===== src/rtl/store_write_combiner.sv =====
// store_write_combiner
//
// Single-entry write-combining stage between the store buffer commit port
// and the D$ store port. Back-to-back committed stores to the same aligned
// XLEN word with the same WorldGuard ID are merged into one cache write. The
// stage also flags page-offset hazards to the load unit and drains on request
// for fences and AMOs.
//
// The core configuration is exposed as plain parameters (PLEN, XLEN,
// WG_ID_WIDTH), so the block stays self-contained.
//
// State table:
//   state    | meaning
//   IDLE     | no entry held; a new store can be accepted
//   HOLD     | entry held and open for merging; age counter running
//   ISSUE    | entry presented to the D$; waiting for out_gnt_i
//
// Ports:
//   clk_i, rst_i            clock, async active-high reset
//   in_req_i / in_gnt_o     committed store handshake
//   in_addr_i, in_data_i    store address and word-aligned data
//   in_be_i, in_wid_i       byte enables, WorldGuard ID
//   drain_i                 flush the held entry, block new accepts
//   page_offset_i           load page offset to check against the entry
//   page_offset_matches_o   held or issuing entry overlaps the load word
//   empty_o                 nothing held or issuing
//   out_req_o / out_gnt_i   D$ write handshake
//   out_addr_o ... out_wid_o  D$ write payload, straight from the entry regs

module store_write_combiner #(
  parameter int unsigned PLEN        = 56,
  parameter int unsigned XLEN        = 64,
  parameter int unsigned WG_ID_WIDTH = 4,
  parameter int unsigned TIMEOUT     = 8
) (
  input  logic                   clk_i,
  input  logic                   rst_i,
  input  logic                   in_req_i,
  output logic                   in_gnt_o,
  input  logic [PLEN-1:0]        in_addr_i,
  input  logic [XLEN-1:0]        in_data_i,
  input  logic [XLEN/8-1:0]      in_be_i,
  input  logic [WG_ID_WIDTH-1:0] in_wid_i,
  input  logic                   drain_i,
  input  logic [11:0]            page_offset_i,
  output logic                   page_offset_matches_o,
  output logic                   empty_o,
  output logic                   out_req_o,
  input  logic                   out_gnt_i,
  output logic [PLEN-1:0]        out_addr_o,
  output logic [XLEN-1:0]        out_data_o,
  output logic [XLEN/8-1:0]      out_be_o,
  output logic [1:0]             out_size_o,
  output logic [WG_ID_WIDTH-1:0] out_wid_o
);

  localparam int unsigned BE_W  = XLEN / 8;
  localparam int unsigned OFF   = $clog2(BE_W);
  localparam int unsigned CNT_W = $clog2(TIMEOUT + 1);

  localparam logic [CNT_W-1:0] CNT_LAST  = CNT_W'(TIMEOUT - 1);
  localparam logic [1:0]       SIZE_FULL = 2'(OFF);

  localparam logic [1:0] ST_IDLE  = 2'd0;
  localparam logic [1:0] ST_HOLD  = 2'd1;
  localparam logic [1:0] ST_ISSUE = 2'd2;

  logic [1:0]             state_q, state_d;
  logic [PLEN-1:0]        addr_q;
  logic [XLEN-1:0]        data_q;
  logic [BE_W-1:0]        be_q;
  logic [WG_ID_WIDTH-1:0] wid_q;
  logic [CNT_W-1:0]       cnt_q;

  logic match;
  logic po_hit;
  logic force_issue;
  logic accept;

  assign match = in_req_i
              && (in_addr_i[PLEN-1:OFF] == addr_q[PLEN-1:OFF])
              && (in_wid_i == wid_q);

  assign po_hit = (page_offset_i[11:OFF] == addr_q[11:OFF]);

  // Any non-mergeable store also forces the entry out, so store order is
  // preserved: the refused store is taken in IDLE after the issue.
  assign force_issue = drain_i || (cnt_q == CNT_LAST) || po_hit
                    || (in_req_i && !match);

  always_comb begin
    state_d  = state_q;
    in_gnt_o = 1'b0;
    case (state_q)
      ST_IDLE: begin
        in_gnt_o = !drain_i;
        if (in_req_i && !drain_i) state_d = ST_HOLD;
      end
      ST_HOLD: begin
        in_gnt_o = match && !force_issue;
        if (force_issue) state_d = ST_ISSUE;
      end
      ST_ISSUE: begin
        if (out_gnt_i) state_d = ST_IDLE;
      end
      default: state_d = ST_IDLE;
    endcase
  end

  assign accept = in_req_i && in_gnt_o;

  always_ff @(posedge clk_i or posedge rst_i) begin
    if (rst_i) begin
      state_q <= ST_IDLE;
      addr_q  <= '0;
      data_q  <= '0;
      be_q    <= '0;
      wid_q   <= '0;
      cnt_q   <= '0;
    end else begin
      state_q <= state_d;
      if (state_q == ST_IDLE && accept) begin
        addr_q <= {in_addr_i[PLEN-1:OFF], {OFF{1'b0}}};
        data_q <= in_data_i;
        be_q   <= in_be_i;
        wid_q  <= in_wid_i;
        cnt_q  <= '0;
      end else if (state_q == ST_HOLD) begin
        // Age keeps running across merges so a steady stream of same-word
        // stores cannot hold the entry back indefinitely.
        cnt_q <= cnt_q + CNT_W'(1);
        if (accept) begin
          for (int i = 0; i < BE_W; i++) begin
            if (in_be_i[i]) data_q[8*i +: 8] <= in_data_i[8*i +: 8];
          end
          be_q <= be_q | in_be_i;
        end
      end
    end
  end

  // Size encoding: single byte, aligned half, aligned word, else full XLEN.
  // An empty mask (only possible after reset) reports size 0.
  logic is_half;
  logic is_word;

  always_comb begin
    is_half = 1'b0;
    is_word = 1'b0;
    for (int i = 0; i < BE_W / 2; i++) begin
      if (be_q == (BE_W'(2'b11) << (2 * i))) is_half = 1'b1;
    end
    for (int i = 0; i < BE_W / 4; i++) begin
      if (be_q == (BE_W'(4'b1111) << (4 * i))) is_word = 1'b1;
    end
  end

  always_comb begin
    out_size_o = SIZE_FULL;
    if (be_q == '0 || $onehot(be_q)) out_size_o = 2'd0;
    else if (is_half)                out_size_o = 2'd1;
    else if (is_word)                out_size_o = 2'd2;
  end

  assign out_req_o             = (state_q == ST_ISSUE);
  assign empty_o               = (state_q == ST_IDLE);
  assign page_offset_matches_o = (state_q != ST_IDLE) && po_hit;

  assign out_addr_o = addr_q;
  assign out_data_o = data_q;
  assign out_be_o   = be_q;
  assign out_wid_o  = wid_q;

  // Sub-word address bits play no role in word matching.
  logic unused_low_bits;
  assign unused_low_bits = ^{in_addr_i[OFF-1:0], page_offset_i[OFF-1:0]};

endmodule


===== config.mk =====
export PLATFORM = sky130hd
export DESIGN_NAME = store_write_combiner
export DESIGN_NICKNAME = d
export VERILOG_FILES = /design/src/rtl/store_write_combiner.sv
export SDC_FILE = /design/constraint.sdc
export NUM_CORES = 1
export LEC_CHECK = 0
export ABC_AREA = 1
export BUFFER_PORTS_ARGS = -buffer_cell sky130_fd_sc_hd__buf_2
export CORE_ASPECT_RATIO = 0.8
export CORE_UTILIZATION = 50
export CTS_BUF_LIST = sky130_fd_sc_hd__clkbuf_4
export CTS_CLUSTER_SIZE = 8
export DETAILED_ROUTE_END_ITERATION = 6
export GPL_TIMING_DRIVEN = 0
export MAX_ROUTING_LAYER = met4
export PLACE_DENSITY = 0.83
export SLEW_MARGIN = 20
export SYNTH_ARGS = -nofsm -noshare
export SYNTH_HDL_FRONTEND = slang
export SYNTH_SLANG_ARGS = --single-unit

===== constraint.sdc =====
create_clock -name clk_i -period 5.3 [get_ports clk_i]
set_clock_uncertainty 0.05 [all_clocks]
set_input_delay 1.06 -clock clk_i [delete_from_list [all_inputs] [get_ports clk_i]]
set_output_delay 1.06 -clock clk_i [all_outputs]
set_load 0.03 [all_outputs]

==> flow_summary.toml, run 1 <==
[global_routing]
grt_pass1_vias = 6720
grt_pass1_wl_microns = 33100
grt.total_usage = 0.306
gr-total-overflow = 0
grt_max_degree = 101
antenna_found_initial = 1

[critical_path]
crit_required_ns = 4.19
reg2reg_depth = 13
r2r_slack_ns = 2.85
path_class = "flop to output port"
cp-endpoint = "out_size_o[0]"
end_kind = "output port"
cp_max_fo = 5
r2r_end = "out_data_o[4]"
cp.arrival_ns = 3.95
critPathLaunchType = "flop"
r2r_start = "out_addr_o[4]"
cp-startpoint = "out_be_o[0]"

[timing]
fin_ws_ns = 0.237
relSlewSlack = 0.448
tightest_slew_ns = 0.822
setup_viol = 0
fmax_mhz = 197
timing.final.crit_share = 0.955
setup_tns_ns = 0
min_period_ns = 5.06
slew_violations = 0
final_hold_viol_count = 0

[routing]
num_vias = 7226
postRouteWirelength_microns = 21200
drc = 0
firstDrtPassIters = 5
drtIter0Drc = 685
viasPerCell = 5.09
ant_nets = 0
wl_per_cell_microns = 15.0

[synthesis]
syn_area_sq_um = 7010
synth_area_per_cell_sq_um = 7.57
yosys.cell_types.count = 34
ys_seq_elements = 135
syn_inst = 926
yosysSeqAreaShare = 0.482
yosys_warnings = 0

[placed_design]
io_buffers = 277
place_congestion = 0.902
post-place-ws_ns = 0.816
hpwl_microns = 16200

[floorplanning]
die_area_sq_um = 14500
num_io_pins = 287
initial_core_util = 0.515
rows = 38
die_w_microns = 134
core-area_sq_um = 13600
die_h_microns = 108

[cts]
numCtsBuffers = 17
cts-root-buf = "clkbuf_4"
cts_max_path_buffers = 2
clk_latency_ns = 0.54
cts_sinks = 135
holdBufCountCts = 0
clkTransAtPathRegs_ns = 0.15
cts_tree = "yes"
htree_levels = 4

[finish]
final_common_cell = "nand2_1"
layout-drive-gt1-share = 0.291
fin_nets = 1385
layout_common_cells = "nand2_1, buf_2, dfrtp_1, inv_1, nand4_1"
syn_to_final_growth_pct = 27.9

[run_status]
status = "finished, final reports clean"

[pwr]
power_density_nw_per_um2 = 699
irDropWorstVdd_mv = 0.964
p_leak_nw = 5.31

[run]
maxCapViolCount = 0

[hold_path]
hp-class = "input pin to async pin"
-- kinds of logic (layout without fill, tap and decap cells) --
family | Yosys count | count (layout) | synth area share
flip-flops | 135 | 135 | 0.482
XOR/XNOR | 13 | 13 | 0.0162
other | 1 | 4 | 0.000535
AO/OA/AOI/OAI | 77 | 77 | 0.0598
multiplexers | 8 | 8 | 0.0129
adder cells (fa/ha/maj) | 10 | 10 | 0.0221
buffers and inverters | 164 | 475 | 0.0950
AND/OR/NAND/NOR | 518 | 518 | 0.311
-- worst min-delay path by stage --
| stage | slack [ns] | to | cells past startpoint | startpoint |
|---|---|---|---|---|
| floorplan | 0.42 | cnt_q[0] | 1 | cnt_q[0] |
| global placement | 0.41 | out_data_o[4] | 2 | out_data_o[4] |
| detailed placement | 0.41 | out_data_o[28] | 2 | out_data_o[28] |
| CTS | 0.38 | out_addr_o[51] | 2 | rst_i |
| global route | 0.38 | out_addr_o[27] | 2 | rst_i |
| finish | 0.41 | out_data_o[40] | 2 | rst_i |
-- synthesized netlist by cell type --
master / n / share of area
nor4_1: 1 / 0.00089
nor3b_1: 1 / 0.0011
buf_2: 10 / 0.0071
nand4_1: 75 / 0.067
clkinv_1: 1 / 0.00054
nor2_1: 46 / 0.025
a21oi_1: 4 / 0.0029
o21ai_0: 53 / 0.038
xnor2_1: 10 / 0.012
o21ai_2: 5 / 0.0062
fa_1: 4 / 0.011
conb_1: 1 / 0.00054
inv_1: 123 / 0.066
or2_2: 2 / 0.0018
a41oi_1: 1 / 0.0013
nand3_1: 11 / 0.0079
xor2_1: 3 / 0.0038
mux2_2: 8 / 0.013
buf_4: 8 / 0.0086
nand4_2: 1 / 0.0018
o21ai_1: 10 / 0.0071
nor3_1: 2 / 0.0014
nand2_2: 2 / 0.0018
clkbuf_1: 13 / 0.0070
nand3_2: 1 / 0.0014
dfrtp_1: 135 / 0.48
a22oi_1: 1 / 0.0011
o211ai_1: 2 / 0.0021
buf_6: 1 / 0.0016
a21oi_2: 1 / 0.0013
nand2_1: 375 / 0.20
inv_2: 8 / 0.0043
nor2_2: 1 / 0.00089
ha_1: 6 / 0.011
-- power by group --
group	leakage (nW)	internal, mW	total [mW]	switching, mW
logic	3.47	1.11	3.57	2.46
clock network	0.147	0.254	0.708	0.454
registers	1.69	1.54	1.99	0.444
total	5.31	2.90	6.27	3.36
-- routing by layer --
layer,global-route usage,wire [microns],vias up
met2,0.449,9750,258
li1,-,-,3515
met1,0.426,9890,3423
met5,-,0,-
met4,0.0979,385,0
met3,0.0612,1210,30
-- critical path: stages, from the launching register on --
cell     delay (ns)
dfrtp_2        0.47
fa_1           0.55
inv_1          0.05
fa_1           0.45
fa_1           0.49
inv_1          0.04
ha_1           0.20
fa_1           0.42
nor2_2         0.13
nor3b_1        0.06
a22oi_1        0.21
o21ai_0        0.12
inv_1          0.06
buf_2          0.18
-- layout make-up --
| class | count | area (sq um) |
|---|---|---|
| timing repair buffer | 279 | 1420 |
| sequential | 135 | 3380 |
| multi-input combinational | 629 | 2970 |
| fill | 1255 | 4640 |
| clock buffer | 17 | 128 |
| buffer | 32 | 170 |
| inverter | 132 | 503 |
| clock inverter | 15 | 156 |
| tap | 180 | 225 |
| antenna | 1 | 2.50 |
-- repair_timing --
item	4_1_cts	5_1_grt
setup endpoints to repair	0	2
setup buffers	0	1
resized for setup	0	3
hold endpoints to repair	0	0
-- through the flow --
stage | total power, mW | utilization | instance area [sq um] | hold slack (ns) | cells
after detailed placement | 5.52 | 0.637 | 8660 | 0.411 | 1386
after global routing | 6.73 | 0.659 | 8960 | 0.375 | 1420
after global placement | 5.41 | 0.634 | 8630 | 0.408 | 1385
after CTS | 6.23 | 0.658 | 8950 | 0.381 | 1418
final | 6.27 | 0.659 | 8960 | 0.411 | 1420
after floorplan | 4.43 | - | 7020 | 0.421 | 928
-- flip-flops by register name (all words and copies together) (netlist names) --
| name | cells |
|---|---|
| out_data_o | 64 |
| state_q | 2 |
| out_wid_o | 4 |
| out_be_o | 8 |
| cnt_q | 4 |
| out_addr_o | 53 |
(Power assumes the default switching activity.)
==> inputs of run 2 (changes only) <==
REMOVE_ABC_BUFFERS = 1   (was unset)
==> flow_summary.toml, run 2 (synthesis gave the netlist of run 1 again) <==
[timing]
min_period_ns = 5.06
timing.final.crit_share = 0.955
fmax_mhz = 198
fin_ws_ns = 0.240
slew_violations = 0
final_hold_viol_count = 0
setup_viol = 0
relSlewSlack = 0.454
rsz0062_at_grt = "no"
tightest_slew_ns = 0.819

[placed_design]
io_buffers = 277
dp_cells = 1358
placed_area_sq_um = 8610
hpwl_microns = 13700
post-place-ws_ns = 0.590
place_congestion = 0.833

[routing]
postRouteWirelength_microns = 18600
drtIter0Drc = 477
firstDrtPassIters = 5
drc = 0
wl_per_cell_microns = 13.4
viasPerCell = 4.99
num_vias = 6938
ant_nets = 0

[hold_path]
hp-class = "input pin to async pin"

[floorplanning]
initial_core_util = 0.515
die_area_sq_um = 14500
rows = 38
die_w_microns = 134
core-area_sq_um = 13600
die_h_microns = 108
num_io_pins = 287

[pwr]
p_leak_nw = 5.24
seq_power_share = 0.321
power_density_nw_per_um2 = 695
power.total_mw = 6.16
p_clk_frac = 0.105
pwr-share-comb = 0.573
switching_share = 0.534
internal_power_mw = 2.87
irDropWorstVdd_mv = 0.333
power_switching_mw = 3.29

[cts]
clkTransAtPathRegs_ns = 0.14
numCtsBuffers = 17
holdBufCountCts = 0
cts-root-buf = "clkbuf_4"
cts_max_path_buffers = 2
cts_sinks = 135
cts_resized = 0
cts_tree = "yes"
postCtsSetupRepairBufs = 0
htree_levels = 4
clk_latency_ns = 0.53

[finish]
layout_common_cells = "nand2_1, buf_2, dfrtp_1, inv_1, nand4_1"
largest_register_ffs = 64
n_antenna_cell = 0
fin_nets = 1356
syn_to_final_growth_pct = 26.6
layout-drive-gt1-share = 0.284
final_common_cell = "nand2_1"
post-route-util = 0.652
fin_area_sq_um = 8870
fin_cells = 1390

[global_routing]
grt_pass1_wl_microns = 30000
antenna_found_initial = 0
gr-total-overflow = 0
grt_max_degree = 105
grt.total_usage = 0.269
grt_pass1_vias = 6274

[critical_path]
crit_path_max_incr_delay_ns = 0.54
reg2reg_depth = 14
path_class = "flop to output port"
r2r_end = "out_data_o[0]"
critPathLaunchType = "flop"
r2r_start = "out_addr_o[32]"
end_kind = "output port"
path_cells = "fa_1, inv_1, fa_1, fa_1, inv_1, ha_1, fa_1, nor3b_1, a22oi_1, o21ai_0, inv_1, buf_2"
cp_max_fo = 5
crit_required_ns = 4.19
path_common_cell = "fa_1"
cp_slowest_cell = "fa_1"
cp.arrival_ns = 3.95
r2r_slack_ns = 2.76
critPathTopFamily = "adder cells"
critPathBufInv = 4

[run_status]
status = "finished, final reports clean"

[run]
maxCapViolCount = 0
-- run 2: cell types whose count changed in the layout (fill, tap and decap cells not counted), sizes merged --
cell	before	now
inv	141	133
clkinv	2	9
buf	297	282
diode	1	0
clkbuf	31	18
-- run 2: area by class of cell --
class | instances | area (sq um)
Tap cell | 180 | 225
Fill cell | 1182 | 4730
Timing Repair Buffer | 282 | 1510
Clock buffer | 18 | 135
Clock inverter | 14 | 128
Sequential cell | 135 | 3380
Inverter | 132 | 503
Multi-Input combinational cell | 629 | 2990
-- run 2: worst max path at each step --
| stage | cells after the start | slack, ns | end | start |
|---|---|---|---|---|
| after floorplan | 1 | 0.58 | cnt_q[0] | rst_i |
| after global placement | 6 | -1.69 | out_data_o[33] | in_req_i |
| after detailed placement | 10 | 0.59 | in_gnt_o | in_req_i |
| after CTS | 12 | 0.20 | out_size_o[0] | out_be_o[0] |
| after global routing | 12 | 0.002 | out_size_o[0] | out_be_o[0] |
| final | 12 | 0.24 | out_size_o[0] | out_be_o[0] |
-- run 2: power groups by stage --
stage	logic, mW	clock network, mW	registers [mW]
2_1_floorplan	1.44	0	2.95
3_3_place_gp	3.40	0	1.97
3_5_place_dp	3.54	0	1.98
4_1_cts	3.54	0.662	1.97
5_1_grt	3.89	0.706	2.06
6_report	3.53	0.650	1.98
-- run 2: metal layers --
| metal | GRT usage | vias to the layer above | part of all wire |
|---|---|---|---|
| met5 | - | - | 0 |
| met4 | 0.101 | 0 | 0.022 |
| met3 | 0.0523 | 36 | 0.057 |
| met2 | 0.400 | 240 | 0.47 |
| met1 | 0.368 | 3202 | 0.46 |
| li1 | - | 3460 | - |
-- run 2: through the flow --
step	hold WS, ns	TNS, ns
after detailed placement	0.411	0
after global routing	0.374	0
after global placement	0.409	-237.31
after CTS	0.384	0
final	0.415	0
after floorplan	0.421	0
